--- config.mk ---
export PLATFORM = sky130hd
export DESIGN_NAME = add_result_stage_flat
export DESIGN_NICKNAME = d
export VERILOG_FILES = /design/src/rtl/add_result_if.sv /design/src/rtl/add_result_stage.sv /design/src/flat_wrapper.sv
export SDC_FILE = /design/constraint.sdc
export NUM_CORES = 1
export LEC_CHECK = 0
export CORE_MARGIN = 2
export CORE_UTILIZATION = 35
export DETAILED_ROUTE_END_ITERATION = 8
export GPL_TIMING_DRIVEN = 0
export PLACE_DENSITY = 0.71
export SLEW_MARGIN = 10
export SYNTH_ARGS = -nofsm -noshare
export SYNTH_HDL_FRONTEND = slang
export SYNTH_SLANG_ARGS = --single-unit
--- constraint.sdc ---
create_clock -name clk -period 4 [get_ports clk]
set_input_delay 0.8 -clock clk [delete_from_list [all_inputs] [get_ports clk]]
set_output_delay 0.8 -clock clk [all_outputs]
set_load 0.01 [all_outputs]
--- src/rtl/add_result_if.sv ---
// Handshake bundle between the carry-select adder, the result stage and its consumer.
// The master side drives the adder results and out_ready; the slave side is the result stage.
interface add_result_if #(parameter int WIDTH = 32);
  logic             in_valid;
  logic             in_ready;
  logic [WIDTH-1:0] in_sum;
  logic             in_cout;
  logic             in_ovf;
  logic             in_a_msb;
  logic             sat_en;
  logic             out_valid;
  logic             out_ready;
  logic [WIDTH-1:0] out_data;
  logic             out_cout;
  logic             out_ovf;
  logic             out_sat;

  modport master (
    output in_valid, in_sum, in_cout, in_ovf, in_a_msb, sat_en, out_ready,
    input  in_ready, out_valid, out_data, out_cout, out_ovf, out_sat
  );

  modport slave (
    input  in_valid, in_sum, in_cout, in_ovf, in_a_msb, sat_en, out_ready,
    output in_ready, out_valid, out_data, out_cout, out_ovf, out_sat
  );
endinterface

--- src/rtl/add_result_stage.sv ---
// Registered output stage for the 32-bit adder: optional saturation at capture, 2-entry skid
// buffer with valid/ready on both sides, and a saturating overflow event counter.
module add_result_stage #(
  parameter int WIDTH     = 32,
  parameter int CNT_WIDTH = 16
) (
  input  logic                 clk,
  input  logic                 rst,
  add_result_if.slave          bus,
  input  logic                 cnt_clr,
  output logic [CNT_WIDTH-1:0] ovf_count
);

  typedef struct packed {
    logic [WIDTH-1:0] data;
    logic             cout;
    logic             ovf;
    logic             sat;
  } entry_t;

  typedef enum logic [1:0] {EMPTY, ONE, TWO} state_e;

  state_e               state_q, state_d;
  entry_t               head_q, head_d;
  entry_t               skid_q, skid_d;
  entry_t               cap;
  logic                 in_ready_q, in_ready_d;
  logic                 out_valid_q, out_valid_d;
  logic [CNT_WIDTH-1:0] cnt_q, cnt_d;
  logic                 accept, emit;

  assign accept = bus.in_valid && in_ready_q;
  assign emit   = out_valid_q && bus.out_ready;

  // Clamp direction follows operand A's sign; the raw flags are always kept.
  always_comb begin
    cap.data = bus.in_sum;
    cap.cout = bus.in_cout;
    cap.ovf  = bus.in_ovf;
    cap.sat  = 1'b0;
    if (bus.in_ovf && bus.sat_en) begin
      cap.sat  = 1'b1;
      cap.data = bus.in_a_msb ? {1'b1, {(WIDTH-1){1'b0}}} : {1'b0, {(WIDTH-1){1'b1}}};
    end
  end

  always_comb begin
    state_d = state_q;
    head_d  = head_q;
    skid_d  = skid_q;
    case (state_q)
      EMPTY: if (accept) begin
        head_d  = cap;
        state_d = ONE;
      end
      ONE: begin
        if (accept && emit) begin
          head_d = cap;
        end else if (accept) begin
          skid_d  = cap;
          state_d = TWO;
        end else if (emit) begin
          state_d = EMPTY;
        end
      end
      TWO: if (emit) begin
        head_d  = skid_q;
        state_d = ONE;
      end
      default: state_d = EMPTY;
    endcase
    // Ready/valid are registered from the next state so out_ready never reaches in_ready combinationally.
    in_ready_d  = (state_d != TWO);
    out_valid_d = (state_d != EMPTY);
  end

  always_comb begin
    cnt_d = cnt_q;
    if (cnt_clr)
      cnt_d = (accept && bus.in_ovf) ? CNT_WIDTH'(1) : '0;
    else if (accept && bus.in_ovf && cnt_q != '1)
      cnt_d = cnt_q + CNT_WIDTH'(1);
  end

  always_ff @(posedge clk) begin
    if (rst) begin
      state_q     <= EMPTY;
      head_q      <= '0;
      skid_q      <= '0;
      in_ready_q  <= 1'b1;
      out_valid_q <= 1'b0;
      cnt_q       <= '0;
    end else begin
      state_q     <= state_d;
      head_q      <= head_d;
      skid_q      <= skid_d;
      in_ready_q  <= in_ready_d;
      out_valid_q <= out_valid_d;
      cnt_q       <= cnt_d;
    end
  end

  assign bus.in_ready  = in_ready_q;
  assign bus.out_valid = out_valid_q;
  assign bus.out_data  = head_q.data;
  assign bus.out_cout  = head_q.cout;
  assign bus.out_ovf   = head_q.ovf;
  assign bus.out_sat   = head_q.sat;
  assign ovf_count     = cnt_q;

endmodule

--- src/flat_wrapper.sv ---
// flat-port wrapper written by rule: the top's interface ports become plain ports
module add_result_stage_flat 
#(
  parameter int WIDTH     = 32,
  parameter int CNT_WIDTH = 16
)
  (clk, rst, cnt_clr, ovf_count, bus_in_valid, bus_in_sum, bus_in_cout, bus_in_ovf, bus_in_a_msb, bus_sat_en, bus_out_ready, bus_in_ready, bus_out_valid, bus_out_data, bus_out_cout, bus_out_ovf, bus_out_sat);
  add_result_if #(.WIDTH(WIDTH)) bus_i ();
  input  logic clk;
  input  logic rst;
  input  logic cnt_clr;
  output logic [CNT_WIDTH-1:0] ovf_count;
  input wire logic [$bits(bus_i.in_valid)-1:0] bus_in_valid;
  input wire logic [$bits(bus_i.in_sum)-1:0] bus_in_sum;
  input wire logic [$bits(bus_i.in_cout)-1:0] bus_in_cout;
  input wire logic [$bits(bus_i.in_ovf)-1:0] bus_in_ovf;
  input wire logic [$bits(bus_i.in_a_msb)-1:0] bus_in_a_msb;
  input wire logic [$bits(bus_i.sat_en)-1:0] bus_sat_en;
  input wire logic [$bits(bus_i.out_ready)-1:0] bus_out_ready;
  output wire logic [$bits(bus_i.in_ready)-1:0] bus_in_ready;
  output wire logic [$bits(bus_i.out_valid)-1:0] bus_out_valid;
  output wire logic [$bits(bus_i.out_data)-1:0] bus_out_data;
  output wire logic [$bits(bus_i.out_cout)-1:0] bus_out_cout;
  output wire logic [$bits(bus_i.out_ovf)-1:0] bus_out_ovf;
  output wire logic [$bits(bus_i.out_sat)-1:0] bus_out_sat;
  assign bus_i.in_valid = bus_in_valid;
  assign bus_i.in_sum = bus_in_sum;
  assign bus_i.in_cout = bus_in_cout;
  assign bus_i.in_ovf = bus_in_ovf;
  assign bus_i.in_a_msb = bus_in_a_msb;
  assign bus_i.sat_en = bus_sat_en;
  assign bus_i.out_ready = bus_out_ready;
  assign bus_in_ready = bus_i.in_ready;
  assign bus_out_valid = bus_i.out_valid;
  assign bus_out_data = bus_i.out_data;
  assign bus_out_cout = bus_i.out_cout;
  assign bus_out_ovf = bus_i.out_ovf;
  assign bus_out_sat = bus_i.out_sat;
  add_result_stage #(.WIDTH(WIDTH), .CNT_WIDTH(CNT_WIDTH)) u_core (.clk(clk), .rst(rst), .bus(bus_i), .cnt_clr(cnt_clr), .ovf_count(ovf_count));
endmodule
Word-level counts from Yosys, hierarchy flattened:

Cells that the tools add are included.

* flip-flop bits (word level): 90
* word-level logic and storage cells: 49

* multiplexer cells: 16
* $add $sub $neg: 1
* equality and inequality tests: 7
* bitwise logic cells: 1
* reductions and logical operators: 12

Operator list (number)
* $mux 35: 3
* $pmux 35 s3: 1
* $mux 32: 2
* $mux 16: 2
* $add 16x1->16 const B: 1
* $ne 16x16->1 const B: 1
* $mux 2: 5
* $logic_and 1x1->1: 6
* $ne 2x1->1 const B: 3
* $pmux 2 s3: 1
* $reduce_and 4->1: 1
* $reduce_bool 2->1: 2
* $reduce_and 3->1: 1
* $reduce_bool 3->1: 1
* $eq 2x1->1 const B: 1
* $eq 2x2->1 const B: 1
* $logic_not 2->1: 1
* $mux 1: 2
* $ne 2x2->1 const B: 1
* $not 1->1: 1

Longest topological paths before layout:

* depth in word-level cells: 6
* gate-level depth with buffers: 7

Worst setup path before layout:

No wires, ideal clock.

* path kind: input port to flip-flop
* from: in bus_in_ovf
* to: reg u_core.cnt_q[15] (netlist: u_core.ovf_count[15])
* cell stages on the path: 5
* buffers on the path: 1
* slack: 1.817 ns
* data arrival time: 2.066 ns
* cells stage by stage: buf_2 > nand3_1 > nor4_1 > a311oi_1 > a41o_1

* word-level cells in the longest chain between the ends: 3

Ends and longest elaborated chain
* start: declaration: line flat_wrapper.sv:16 `input wire logic [$bits(bus_i.in_ovf)-1:0] bus_in_ovf;`
* $logic_and 1x1->1 (2 in a row): line add_result_stage.sv:81 `else if (accept && bus.in_ovf && cnt_q != '1)`
* $reduce_bool 2->1 (no source line)
* end signal: assignment: line add_result_stage.sv:99 `cnt_q <= cnt_d;`
* end: declaration: line add_result_stage.sv:29 `logic [CNT_WIDTH-1:0] cnt_q, cnt_d;`

No other way between the ends.
A chain may end at the register's enable or synchronous reset.

Worst setup path in the final report:

* from: in bus_out_ready
* to: reg u_core.skid_q[33] (netlist bit)

* word-level cells in the longest chain between the ends: 4

Ends and longest elaborated chain
* start: declaration: line flat_wrapper.sv:19 `input wire logic [$bits(bus_i.out_ready)-1:0] bus_out_ready;`
* $logic_and 1x1->1: line add_result_stage.sv:33 `assign emit = out_valid_q && bus.out_ready;`
* $logic_and 1x1->1: line add_result_stage.sv:57 `if (accept && emit) begin`
* $not 1->1 (no source line)
* $reduce_and 3->1 (no source line)
* end signal: assignment: line add_result_stage.sv:96 `skid_q <= skid_d;`
* end: declaration: line add_result_stage.sv:25 `entry_t skid_q, skid_d;`

No other way between the ends.

==> key figures <==
Critical path
  – Critical path capture point type: register
  – Crit path largest cell delay: 0.59 ns
  – Setup crit start: bus_out_ready
  – Crit start category: input port
  – WS Path Type: input port to register
  – Worst path arrival time: 2.92 ns
  – Worst endpoint required time: 4.23 ns
  – Peak fanout along the critical path: 10
  – Reg2reg start: u_core.state_q[0]
  – Flop2flop setup slack: 1.81 ns
  – Crit path top cell by count: buf_2
  – Worst R2R End: u_core.skid_q[33]
  – CP max stage cell: nor3b_1
  – Critical-path cell list: clkdlybuf4s50_1 -> a21boi_1 -> nor3b_1 -> buf_2 -> buf_2 -> a211oi_1
  – Reg2Reg Depth: 5

Timing
  – RSZ-0062 raised after global routing: false
  – Slew HR: 31.2%
  – Final worst-path cycle share: 67.1%
  – Final Hold Violating Endpoints: 0
  – Period minus WS final: 2.68 ns
  – Setup TNS: 0 ns
  – Setup Viol. Count Final: 0
  – Least-Margin Pin Slew: 1.02 ns
  – Fmax: 373 MHz
  – Setup Skew: 0.00997 ns
  – Slew Limit Fails: 0

GRT
  – Vias in the first global route: 3611
  – Grt ovf: 0
  – Pin count of the biggest net entering global routing: 17
  – GRT Total Usage: 18.6%
  – First-pass GRT wire length: 17500 um
  – Initial antenna violation count: 0

Clock network
  – Setup Buffers After CTS: 0
  – Clock sink total: 90
  – Hold buffer count at cts: 0
  – Reg clk slew, reported paths: 0.09 ns
  – CTS tree: done
  – H-tree depth: 3
  – Clk_lat worst skew: 0.37 ns
  – Max clock buf depth: 2
  – Root buf cell: clkbuf_8
  – Gates resized, CTS repair: 0
  – Number of buffers created by CTS: 9

Final layout
  – ANT cells: 0
  – Final Non-Filler Cells: 693
  – Nets: 590
  – Share of cells above drive strength 1: 5.79%
  – Synthesis-to-layout area growth: 32.8%

Logic synthesis
  – Top FF cell, synth: dfxtp_1
  – Distinct cell type count after synthesis: 45
  – Area contributors post-synth: dfxtp_1, o2bb2ai_1, a211oi_1
  – Ys async rst share: 0%
  – Mapped cell area: 3880 um2
  – Syn Nets: 487
  – Synth Register Bits: 90
  – Avg Cell Area, Syn: 8.72 um2
  – Post-Synthesis Cells: 445
  – Syn. warnings: 0
  – EDFF count, synth: 0
  – Seq/Total Area, Yosys: 46.4%
  – Post-synth top area cell: dfxtp_1
  – Post-synth top area share: 46.4%

Die
  – Starting Density: 35.8%
  – Row cnt: 38
  – Die height: 109 um
  – Core box area: 10800 um2
  – Die W: 109 um
  – Ports: 94
  – Die area: 11900 um2

Min path
  – Hold Crit Class: register to register
  – Hold Path Depth: 2
  – Hold Path End: u_core.skid_q[1]
  – Hold_sp: u_core.skid_q[1]

Placed design
  – Placed Cells incl. Taps: 677
  – Hpwl dp: 7850 um
  – # port buffers: 92
  – Final RePlAce weighted congestion: 0.836

Detailed routing
  – WL final: 10700 um
  – Number of DRC markers in iteration 0: 205
  – Post-route ant nets: 0
  – Via/cell ratio: 5.46
  – # DRC: 0
  – Routed WL per cell: 15.5 um
  – Vias after detailed routing: 3783
  – TritonRoute pass-1 iters: 4

Power
  – P per Cell Area: 389 nW/um2
  – Leak pwr: 0.00169 uW
  – Maximum VDD drop: 0.000171 V

Outcome
  – Outcome: completed

Job
  – Max-cap viol count: 0
==> cell usage in the layout (no fill, tap or decap), types with 3 or more instances in the layout <==
master / count
a31oi_1: 5
nor2_1: 42
clkdlybuf4s50_1: 92
o31ai_1: 3
a311oi_1: 3
nor4_1: 6
dfxtp_1: 90
nand3_1: 9
o21a_1: 33
or3_1: 4
mux2i_1: 4
clkbuf_1: 27
a41o_1: 3
buf_2: 8
o2bb2ai_1: 32
nand2_1: 54
a21oi_1: 44
o21ai_0: 5
nor2b_1: 3
nand4_1: 4
inv_1: 3
clkinvlp_4: 3
a211oi_1: 34
clkbuf_8: 9
==> cell families (layout without fill, tap and decap cells) <==
logic type	Yosys count	after routing	share of synthesized area [%]
xor gates and xnor gates	1	1	0.226
and+or+nand+nor	141	141	16.9
DFF	90	90	46.4
muxes	4	4	1.03
adders and majority gates	1	1	0.322
AOI/OAI and AO/OA	169	169	31.1
buffers and inverters	39	147	4.03
==> sequential cells by signal, summed over array words and instances (netlist names), 2 cells and up <==
signal and count:
u_core.bus.out_data 32, u_core.ovf_count 16, u_core.skid_q 35, u_core.state_q 2
==> worst max-delay path: cells and delay by family <==
family | cells | cell delay [ns]
buffers and inverters | 3 | 1.04
AO/OA/AOI/OAI | 2 | 0.48
AND/OR/NAND/NOR | 1 | 0.59
==> power by group <==
part           leakage, uW  total, uW  internal, uW  switching (uW)
logic             0.000878        410           204             206
clock network    0.0000822        579           230             349
registers         0.000734       1020           973            43.4
total              0.00169       2000          1410             598
==> synth_stat cells, types with 2 or more instances <==
library cell,number
a211oi_1,34
a21oi_1,44
a311oi_1,3
a31oi_1,5
a41o_1,3
and3_1,2
and4_1,2
buf_2,8
clkbuf_1,27
dfxtp_1,90
inv_1,3
mux2i_1,4
nand2_1,54
nand2b_1,2
nand3_1,9
nand4_1,4
nor2_1,42
nor2b_1,3
nor4_1,6
o21a_1,33
o21ai_0,5
o2bb2ai_1,32
o31ai_1,3
or3_1,4
or4_1,2
or4_2,2
==> per-stage QoR <==
stage                     utilization [%]  hold WS, ns  worst slack [ns]  instance area, um2  power, uW
after global placement               45.9        0.445             0.975                4980       1440
after CTS                            47.6        0.460              1.29                5150       2030
after floorplan                         -        0.437              1.82                3880       1260
after global routing                 47.6        0.486              1.18                5150       2110
after detailed placement             45.9        0.445             0.905                4980       1450
final                                47.6        0.460              1.32                5150       2000
==> cell type report <==
cell class              instances  area (um2)
clock inverters                 7        53.8
plain buffers                  36         145
well taps                     140         175
clock buffers                   9         124
fillers                      1069        5690
multi-input cells             316        1920
repair buffers                 92         921
flip-flops and latches         90        1800
inverters                       3        11.3
==> metal layers <==
metal | share of wire, % | global-route usage [%]
met1 | 45 | 23.5
met4 | 1.7 | 5.42
met5 | 0 | 0
met2 | 47 | 31.1
met3 | 6.2 | 5.33
==> how the worst max path moves through the flow <==
stage	end	slack [ns]	cells after the start
3_5_place_dp	u_core.skid_q[28]	0.90	6
2_1_floorplan	u_core.ovf_count[15]	1.82	5
4_1_cts	u_core.skid_q[33]	1.29	6
3_3_place_gp	u_core.skid_q[30]	0.97	6
6_report	u_core.skid_q[33]	1.32	6
5_1_grt	u_core.skid_q[33]	1.18	6
(Power assumes the default switching activity.)
